==> config.mk <==
export PLATFORM = sky130hd
export DESIGN_NAME = intpol2_seq_ctrl
export DESIGN_NICKNAME = d
export VERILOG_FILES = /design/src/rtl/intpol2_seq_ctrl.sv
export SDC_FILE = /design/constraint.sdc
export NUM_CORES = 1
export LEC_CHECK = 0
export ABC_AREA = 1
export CORE_UTILIZATION = 55
export DETAILED_ROUTE_END_ITERATION = 16
export PLACE_DENSITY = 0.75
export SLEW_MARGIN = 20
export SYNTH_ARGS = -nofsm -noshare
export SYNTH_HDL_FRONTEND = slang
export SYNTH_SLANG_ARGS = --single-unit
export TNS_END_PERCENT = 5
==> constraint.sdc <==
create_clock -name clk -period 6.5 [get_ports clk]
set_clock_uncertainty 0.2 [all_clocks]
set_input_delay 0.65 -clock clk [delete_from_list [all_inputs] [get_ports clk]]
set_output_delay 0.65 -clock clk [all_outputs]
set_load 0.01 [all_outputs]
==> src/rtl/intpol2_seq_ctrl.sv <==
// Frame-level sequencer for the quadratic IQ interpolator: window fill, coefficient
// trigger, x stepping and output-FIFO writes, plus a 1:1 bypass path.
module intpol2_seq_ctrl #(
  parameter int FRAME_WIDTH  = 16,
  parameter int ILEN_WIDTH   = 8,
  parameter int STATUS_WIDTH = 8
) (
  input  logic                    clk,
  input  logic                    rst,
  input  logic                    start,
  input  logic [FRAME_WIDTH-1:0]  cfg_frame_len,
  input  logic [ILEN_WIDTH-1:0]   cfg_ilen,
  input  logic                    cfg_bypass,
  input  logic                    Empty_i,
  input  logic                    Afull_i,
  output logic                    Read_Enable_fifo,
  output logic                    win_shift,
  output logic                    coef_en,
  output logic                    x_clr,
  output logic                    x_step,
  output logic                    Write_Enable_fifo,
  output logic [STATUS_WIDTH-1:0] status_reg
);

  typedef enum logic [2:0] {
    S_IDLE   = 3'd0,
    S_PRIME  = 3'd1,
    S_COEF   = 3'd2,
    S_INTERP = 3'd3,
    S_FETCH  = 3'd4,
    S_SHIFT  = 3'd5,
    S_BYPASS = 3'd6,
    S_DONE   = 3'd7
  } state_e;

  state_e                 state_q, state_d;
  logic [FRAME_WIDTH-1:0] frame_q, rd_cnt_q, wr_cnt_q, seg_cnt_q;
  logic [ILEN_WIDTH-1:0]  ilen_q, out_cnt_q;
  logic [1:0]             sh_cnt_q;
  logic                   win_shift_q, bp_we_q, coef_q, done_q, busy_q, err_q;
  logic                   re_s, we_s, xstep_s, cfg_err_s, seg_last_s;

  assign cfg_err_s  = cfg_bypass ? (cfg_frame_len == {FRAME_WIDTH{1'b0}})
                                 : ((cfg_frame_len < FRAME_WIDTH'(3)) || (cfg_ilen == {ILEN_WIDTH{1'b0}}));
  assign seg_last_s = (out_cnt_q == (ilen_q - ILEN_WIDTH'(1)));

  // FIFO strobes are gated by the live flags so a pop/push never lands on an empty/full FIFO
  always_comb begin
    state_d = state_q;
    re_s    = 1'b0;
    we_s    = 1'b0;
    xstep_s = 1'b0;
    case (state_q)
      S_IDLE: begin
        if (start) begin
          state_d = cfg_err_s ? S_DONE : (cfg_bypass ? S_BYPASS : S_PRIME);
        end else begin
          state_d = S_IDLE;
        end
      end
      S_PRIME: begin
        re_s = !Empty_i && (rd_cnt_q < FRAME_WIDTH'(3));
        if (win_shift_q && (sh_cnt_q == 2'd2)) begin
          state_d = S_COEF;
        end else begin
          state_d = S_PRIME;
        end
      end
      S_COEF: state_d = S_INTERP;
      S_INTERP: begin
        we_s    = !Afull_i;
        xstep_s = we_s && !seg_last_s;
        if (we_s && seg_last_s) begin
          state_d = ((seg_cnt_q + FRAME_WIDTH'(1)) == (frame_q - FRAME_WIDTH'(2))) ? S_DONE : S_FETCH;
        end else begin
          state_d = S_INTERP;
        end
      end
      S_FETCH: begin
        re_s    = !Empty_i;
        state_d = re_s ? S_SHIFT : S_FETCH;
      end
      S_SHIFT: state_d = S_COEF;
      S_BYPASS: begin
        re_s = !Empty_i && !Afull_i && (rd_cnt_q < frame_q);
        if (bp_we_q && (wr_cnt_q == (frame_q - FRAME_WIDTH'(1)))) begin
          state_d = S_DONE;
        end else begin
          state_d = S_BYPASS;
        end
      end
      S_DONE:  state_d = S_IDLE;
      default: state_d = S_IDLE;
    endcase
  end

  // State, counters, latched configuration and registered control/status outputs
  always_ff @(posedge clk or posedge rst) begin
    if (rst) begin
      state_q     <= S_IDLE;
      frame_q     <= {FRAME_WIDTH{1'b0}};
      ilen_q      <= {ILEN_WIDTH{1'b0}};
      rd_cnt_q    <= {FRAME_WIDTH{1'b0}};
      wr_cnt_q    <= {FRAME_WIDTH{1'b0}};
      seg_cnt_q   <= {FRAME_WIDTH{1'b0}};
      out_cnt_q   <= {ILEN_WIDTH{1'b0}};
      sh_cnt_q    <= 2'd0;
      win_shift_q <= 1'b0;
      bp_we_q     <= 1'b0;
      coef_q      <= 1'b0;
      done_q      <= 1'b0;
      busy_q      <= 1'b0;
      err_q       <= 1'b0;
    end else begin
      state_q     <= state_d;
      win_shift_q <= re_s && ((state_q == S_PRIME) || (state_q == S_FETCH));
      bp_we_q     <= re_s && (state_q == S_BYPASS);
      coef_q      <= (state_d == S_COEF);
      done_q      <= (state_q == S_DONE);
      busy_q      <= (state_q != S_IDLE) && (state_q != S_DONE);
      if (state_q == S_IDLE) begin
        if (start) begin
          frame_q   <= cfg_frame_len;
          ilen_q    <= cfg_ilen;
          err_q     <= cfg_err_s;
          rd_cnt_q  <= {FRAME_WIDTH{1'b0}};
          wr_cnt_q  <= {FRAME_WIDTH{1'b0}};
          seg_cnt_q <= {FRAME_WIDTH{1'b0}};
          out_cnt_q <= {ILEN_WIDTH{1'b0}};
          sh_cnt_q  <= 2'd0;
        end else begin
          err_q <= err_q;
        end
      end else begin
        if (re_s) rd_cnt_q <= rd_cnt_q + FRAME_WIDTH'(1);
        if (bp_we_q) wr_cnt_q <= wr_cnt_q + FRAME_WIDTH'(1);
        if (win_shift_q && (state_q == S_PRIME)) sh_cnt_q <= sh_cnt_q + 2'd1;
        if (we_s) begin
          if (seg_last_s) begin
            out_cnt_q <= {ILEN_WIDTH{1'b0}};
            seg_cnt_q <= seg_cnt_q + FRAME_WIDTH'(1);
          end else begin
            out_cnt_q <= out_cnt_q + ILEN_WIDTH'(1);
          end
        end
      end
    end
  end

  assign Read_Enable_fifo  = re_s;
  assign Write_Enable_fifo = we_s || bp_we_q;
  assign x_step            = xstep_s;
  assign win_shift         = win_shift_q;
  assign coef_en           = coef_q;
  assign x_clr             = coef_q;
  assign status_reg        = {{(STATUS_WIDTH-3){1'b0}}, err_q, busy_q, done_q};

endmodule
Yosys cells after proc, flatten, opt, wreduce, memory -nomap -nowiden --
Cells that the tools add are included.
Cells by class: $add $sub $neg 8, $lt $le $gt $ge 3, equality and inequality tests 14, muxes and demuxes 28, reduce and logical (&&, ||, !) cells 32
Operators by type and width (number):
- 16-bit 2-to-1 mux | 8
- 16-bit by 1-bit adder with 16-bit output, second input constant | 3
- 16-bit equality test | 2
- 16-bit by 2-bit < comparator with 1-bit output, second input constant | 2
- 8-bit 2-to-1 mux | 4
- 3-bit case mux with 8 select lines | 1
- 16-bit zero test | 1
- 16-bit < comparator | 1
- 16-bit by 1-bit subtractor with 16-bit output, second input constant | 1
- 16-bit by 2-bit subtractor with 16-bit output, second input constant | 1
- 3-bit equality test, second input constant | 4
- 3-bit 2-to-1 mux | 4
- 1-bit logical AND | 11
- 2-bit 2-to-1 mux | 5
- 2-bit AND reduction | 5
- 2-bit nonzero test | 5
- 3-bit by 2-bit equality test with 1-bit output, second input constant | 3
- 8-bit by 1-bit adder with 8-bit output, second input constant | 1
- 8-bit equality test | 1
- 8-bit zero test | 1
- 8-bit by 1-bit subtractor with 8-bit output, second input constant | 1
- 1-bit 2-to-1 mux | 5
- 3-bit by 1-bit equality test with 1-bit output, second input constant | 1
- 1-bit zero test | 3
- 9 further kinds | 11
Storage, ports and cells: bits in registers 91, input port bits 30, output and inout port bits 14, word-level logic and storage cells 99

Logic depth before layout (Yosys ltp) --
Gate-level depths: netlist of run 1.
depth after elaboration 7, mapped depth 18

Worst setup path before layout of run 1 --
OpenSTA, ideal clock, no wires.
path type register -> output, start point reg frame_q[15], end point out Read_Enable_fifo, arrival 1.559 ns, slack 4.091 ns, stages on the path, launching flop included 8, path buffers 0, path through dfrtp_1 > inv_1 > ha_1 > a2111oi_0 > nand4_1 > nor2_1 > nand2_1 > nand2_2
Between the ends: word-level cells in the longest chain between the ends 3
Ends and longest elaborated chain:
- start, declared | line 37 | logic [FRAME_WIDTH-1:0] frame_q, rd_cnt_q, wr_cnt_q, seg_cnt_q;
- start signal, assigned | line 101 | frame_q <= {FRAME_WIDTH{1'b0}};
- start signal, assigned | line 123 | frame_q <= cfg_frame_len;
- 16-bit < comparator | line 85 | re_s = !Empty_i && !Afull_i && (rd_cnt_q < frame_q);
- 1-bit logical AND | line 85
- 1-bit case mux with 3 select lines | line 53 | case (state_q)
- end, declared | line 16 | output logic Read_Enable_fifo,
Every way passes these cells.

Worst setup path in the final report of run 1 --
Ends and elaborated chain as after synthesis.

==> results.yml, run 1 <==
floorplan:
  io_pins: 44
  die_x_um: 109.4
  initial_core_util: 0.5754
  core-area_um2: 11030
  die-height_um: 109.4
  num_rows: 38
  die_area_um2: 11970
routing:
  ant_nets: 0
  via_per_inst: 5.562
  drt_wl_total_um: 16120
  num_vias: 5812
  first_iter_violations: 434
  drcViolationCount: 0
  wl_per_cell_um: 15.42
  firstDrtPassIters: 7
setup_path:
  r2r-start: "state_q[1]"
  slowest_stage: "clkdlybuf4s50_1"
  reg2reg_setup_slack_ns: 3.66
  path_max_fanout: 9
  endpoint_kind: "output port"
  cpLargestDelayFamily: "buffers and inverters"
  crit_arrival_ns: 2.69
  worst-setup-path-type: "reg -> out"
  crit_path_start_kind: "flop"
  reg2regPathDepth: 8
  crit_required_ns: 5.65
  r2r-end: "coef_en"
  path_cells: "inv_1 > ha_1 > a2111oi_0 > nand4_1 > nor2_1 > nand2_1 > nand2_2 > clkdlybuf4s50_1"
  slowest_delay_ns: 0.57
  cp_num_buf_inv: 2
power_and_ir_drop:
  p_leak_nw: 3.352
  ir_drop_mv: 0.1966
  clkPwrFrac: 0.176
  netSwitchingFraction: 0.4664
  p_int_mw: 1.633
  pwr_density_cell_nw_per_um2: 432.8
  p_comb_frac: 0.493
  p_seq_frac: 0.331
  switchingPower_mw: 1.427
logic_synthesis:
  yosysUniqueCellTypes: 48
  synth_edf_count: 0
  async_flop_share: 1.000
  synth_area_per_cell_um2: 7.279
  syn_inst: 872
  yosysWarnings: 0
  ys_seq_area_frac: 0.3588
  synth_flop_cell: "dfrtp_1"
  synthesis.area_um2: 6347
  synth_seq_cells: 91
sta:
  setup_tns_ns: 0
  fmax_ghz: 0.2825
  hold_viol: 0
  fin_hold_ws_ns: 0.2988
  period_share: 0.5446
  rsz0062_at_grt: "no"
  max_slew_margin: 0.3167
  worst_slew_pin_slew_ns: 1.024
  slew_viol_final: 0
  setup_violations: 0
  finalCriticalPeriod_ns: 3.540
grt:
  grt_pass1_vias: 5493
  antenna_found_initial: 0
  grt_remaining_overflow: 0
  track_usage: 0.2956
  grt_max_degree: 51
  grt_pass1_wl_um: 26630
placement:
  io_buffers: 38
  dp.final_hpwl_um: 12360
  place_congestion: 0.9195
finish:
  layout-drive-gt1-share: 0.05967
  fin_nets: 954
  antennaDiodeCount: 0
  syn_to_final_growth_pct: 11.39
  layout_common_cells: "nand2_1, inv_1, dfrtp_1, nor2_1, nand3_1"
  final_common_cell: "nand2_1"
hold_path:
  min_path_cells: 1
  hold_start: "sh_cnt_q[0]"
  min_to: "sh_cnt_q[0]"
  hp-class: "reg -> reg"
clocking:
  clock_path_buffers: 2
  path_clk_slew_ns: 0.07
  cts_setup_buffers: 0
  cts_tree: "built"
  cts_buffers: 9
  insertion_delay_ns: 0.36
  post_cts_resize_count: 0
  cts.hold.buffers_added: 0
  htreeDepth: 3
  cts_root_buf: "clkbuf_16"
  cts_sinks: 91
run:
  cap_violations: 0
outcome:
  status: "completed"
## through the flow
step / cells / area, µm² / power (mW) / setup WS [ns] / util
6_report: 1045 / 7071 / 3.060 / 2.960 / 0.6410
5_1_grt: 1045 / 7071 / 3.316 / 2.729 / 0.6410
4_1_cts: 1045 / 7071 / 3.051 / 2.958 / 0.6410
3_5_place_dp: 1030 / 6775 / 2.503 / 3.060 / 0.6142
3_3_place_gp: 1030 / 6775 / 2.431 / 3.088 / 0.6142
2_1_floorplan: 876 / 6362 / 2.109 / 3.286 / -
## power groups by stage
| stage | logic [mW] | registers, mW | clock network, mW |
|---|---|---|---|
| 2_1_floorplan | 1.18 | 0.926 | 0 |
| 3_3_place_gp | 1.43 | 1.00 | 0 |
| 3_5_place_dp | 1.49 | 1.02 | 0 |
| 4_1_cts | 1.49 | 1.01 | 0.549 |
| 5_1_grt | 1.70 | 1.04 | 0.572 |
| 6_report | 1.51 | 1.01 | 0.539 |
## final cells by class
cell class / instances / area [µm²]
sequential: 91 / 2277
fill: 975 / 3960
inverter: 114 / 429.2
clock buffer: 13 / 260.3
tap: 140 / 175.2
timing repair buffer: 40 / 395.4
clock inverter: 2 / 35.03
multi-input combinational: 645 / 3498
## synthesized netlist by cell type, types with 2 or more instances
library cell,count,share of area
nor2_1,78,0.046
or2_2,2,0.0020
dfrtp_1,91,0.36
nand3_1,67,0.053
clkbuf_1,9,0.0053
o22ai_1,21,0.021
a21o_1,2,0.0024
or2_1,3,0.0030
xnor2_1,10,0.014
xnor3_1,2,0.0071
nor4_2,2,0.0039
o31a_1,2,0.0028
nor3_4,2,0.0051
inv_1,110,0.065
o21ai_1,5,0.0039
nand2_2,6,0.0059
buf_2,4,0.0032
inv_2,4,0.0024
nor2_4,4,0.0071
nand2_1,230,0.14
nand3b_1,3,0.0035
ha_1,23,0.045
xor2_1,51,0.070
o21ai_0,46,0.036
buf_6,2,0.0035
nor3_1,11,0.0087
nand4_1,12,0.012
a21oi_1,24,0.019
nor4_1,4,0.0039
buf_4,11,0.013
nor2_2,14,0.014
## how the worst max path moves through the flow
stage                      startpoint               end  slack (ns)  cells past startpoint
after global placement        Empty_i  Read_Enable_fifo        3.09                      7
after global routing       frame_q[1]  Read_Enable_fifo        2.73                     12
final                     frame_q[15]  Read_Enable_fifo        2.96                      8
after detailed placement      Empty_i  Read_Enable_fifo        3.06                      7
after floorplan                   rst           bp_we_q        3.29                      1
after CTS                 frame_q[15]  Read_Enable_fifo        2.96                      8
## metal layers
layer  share of wire  vias up  GRT usage
li1                -     2858          -
met1            0.45     2720     0.3826
met2            0.46      196     0.4659
met3           0.058       38    0.05987
met4           0.034        0     0.1571
met5               0        -          0
## registers in the layout, summed over array words and instances (netlist names), 2 cells and up
signal	flops
frame_q	16
sh_cnt_q	2
seg_cnt_q	16
ilen_q	8
rd_cnt_q	16
out_cnt_q	8
state_q	3
wr_cnt_q	16
## logic make-up after synthesis
logic type	synth area share
and+or+nand+nor	0.3136
buffers and inverters	0.09245
DFF	0.3588
adders and majority gates	0.04534
other	0.0005908
xor gates and xnor gates	0.09127
muxes	0.001577
AOI/OAI and AO/OA	0.09640
## worst reg2reg max path, delay by kind of cell (launching register included)
| kind | cells | cell delay (ns) |
|---|---|---|
| buffers and inverters | 2 | 0.88 |
| DFF | 1 | 0.40 |
| and+or+nand+nor | 5 | 0.82 |
| AOI/OAI and AO/OA | 1 | 0.43 |
(Power assumes the default switching activity.)
==> inputs of run 2 (changes only) <==
Clock period 6.5 ns to 3.6 ns, I/O delays scaled along.
==> run 2 against run 1 <==
  * Clock power is 78% higher
  * Core utilization is 0.18 points higher
  * Global-route usage is 0.12 points higher
  * Highest routed layer unchanged
==> results.yml, run 2 (same netlist as run 1, synthesis figures left out) <==
outcome:
  status: "completed"
setup_path:
  crit_path_start_kind: "flop"
  worst-setup-path-type: "reg -> out"
  path_max_fanout: 9
  crit_arrival_ns: 2.73
  endpoint_kind: "output port"
  crit_required_ns: 3.04
clocking:
  clock_path_buffers: 2
  cts_tree: "built"
  cts_setup_buffers: 0
  cts_sinks: 91
  cts_buffers: 9
  cts.hold.buffers_added: 0
  post_cts_resize_count: 0
  htreeDepth: 3
  path_clk_slew_ns: 0.07
  cts_root_buf: "clkbuf_16"
  insertion_delay_ns: 0.36
routing:
  first_iter_violations: 616
  wl_per_cell_um: 15.85
  ant_nets: 0
  drcViolationCount: 0
  firstDrtPassIters: 5
  drt_wl_total_um: 16610
  num_vias: 5805
  via_per_inst: 5.539
placement:
  io_buffers: 38
  dpl_cell_area_um2: 6790
  place_congestion: 0.9594
  place_inst: 1032
  dp.final_hpwl_um: 12650
sta:
  setup_tns_ns: 0
  worst_slew_pin_slew_ns: 0.8409
  max_slew_margin: 0.4388
  setup_violations: 0
  period_share: 0.9151
  rsz0062_at_grt: "no"
  slew_viol_final: 0
  finalCriticalPeriod_ns: 3.294
  fin_hold_ws_ns: 0.2730
  hold_viol: 0
  fmax_ghz: 0.3036
finish:
  n_fill_cell: 954
  antennaDiodeCount: 0
  layout-drive-gt1-share: 0.06498
  layout_common_cells: "nand2_1, inv_1, dfrtp_1, nor2_1, nand3_1"
  layoutNonFillerInstCount: 1048
  syn_to_final_growth_pct: 11.71
  fin_nets: 956
  final_cell_area_um2: 7091
  multi_input_area_um2: 3498
  final_util: 0.6428
  final_common_cell: "nand2_1"
  regArea_um2: 2277
power_and_ir_drop:
  p_comb_frac: 0.497
  pwr_density_cell_nw_per_um2: 777.3
  switchingPower_mw: 2.590
  ir_drop_mv: 0.4431
  p_leak_nw: 3.360
  clkPwrFrac: 0.174
  netSwitchingFraction: 0.4699
  p_seq_frac: 0.330
  p_int_mw: 2.922
grt:
  grt_remaining_overflow: 0
  antenna_found_initial: 0
  grt_pass1_wl_um: 26520
  grt_max_degree: 45
  track_usage: 0.2968
  grt_pass1_vias: 5365
floorplan:
  num_rows: 38
  die-height_um: 109.4
  core-area_um2: 11030
  initial_core_util: 0.5754
  io_pins: 44
  die_x_um: 109.4
  die_area_um2: 11970
hold_path:
  hp-class: "in -> async"
run:
  cap_violations: 0
-- run 2: cell count changes in the layout (fill, tap and decap cells not counted) --
cell	before	now
clkinvlp_4	0	2
bufinv_16	1	0
clkbuf_8	2	4
clkbuf_1	2	0
buf_4	2	4
-- run 2: per-layer routing --
layer  up-vias  wire [µm]  track usage
met1      2712       7374       0.3910
met2       203       7823       0.4888
li1       2864          -            -
met4         0        326      0.09524
met5         -          0            0
met3        26       1083      0.06046
-- run 2: worst max-delay path: stages, from the launching register on --
cell and delay [ns]:
dfrtp_1 0.39, inv_1 0.09, ha_1 0.31, a2111oi_0 0.44
nand4_1 0.17, nor2_1 0.12, nand2_1 0.10, nand2_2 0.18
clkdlybuf4s50_1 0.57
-- run 2: final timing paths --
check,from,end,slack [ns],cells after the start
worst max-delay path,frame_q[15],Read_Enable_fifo,0.31,8
worst min-delay path,rst,ilen_q[2],0.27,2
worst max register to register,ilen_q[1],seg_cnt_q[3],0.87,13
worst min register to register,err_q,err_q,0.30,2
max in group asynchronous,rst,frame_q[0],2.11,3
min in group clk,err_q,err_q,0.30,2
-- run 2: final cells by class --
cell class              instances  area share
multi-input cells             645      0.4934
flip-flops and latches         91      0.3212
inverters                     114     0.06053
repair buffers                 42     0.05788
clock buffers                  13     0.03953
well taps                     140     0.02470
clock inverters                 3    0.002823
-- run 2: stage by stage --
| step | worst slack [ns] | power, mW |
|---|---|---|
| after floorplan | 0.6764 | 3.809 |
| after global placement | 0.7152 | 4.391 |
| after detailed placement | 0.6619 | 4.508 |
| after CTS | 0.2998 | 5.481 |
| after global routing | 0.01440 | 5.963 |
| final | 0.3057 | 5.512 |
-- run 2: power by group through the flow --
stage	combinational, mW	sequential, mW	clock (mW)
after floorplan	2.14	1.67	0
after global placement	2.60	1.80	0
after detailed placement	2.69	1.82	0
after CTS	2.71	1.80	0.970
after global routing	3.09	1.86	1.01
final	2.74	1.82	0.957
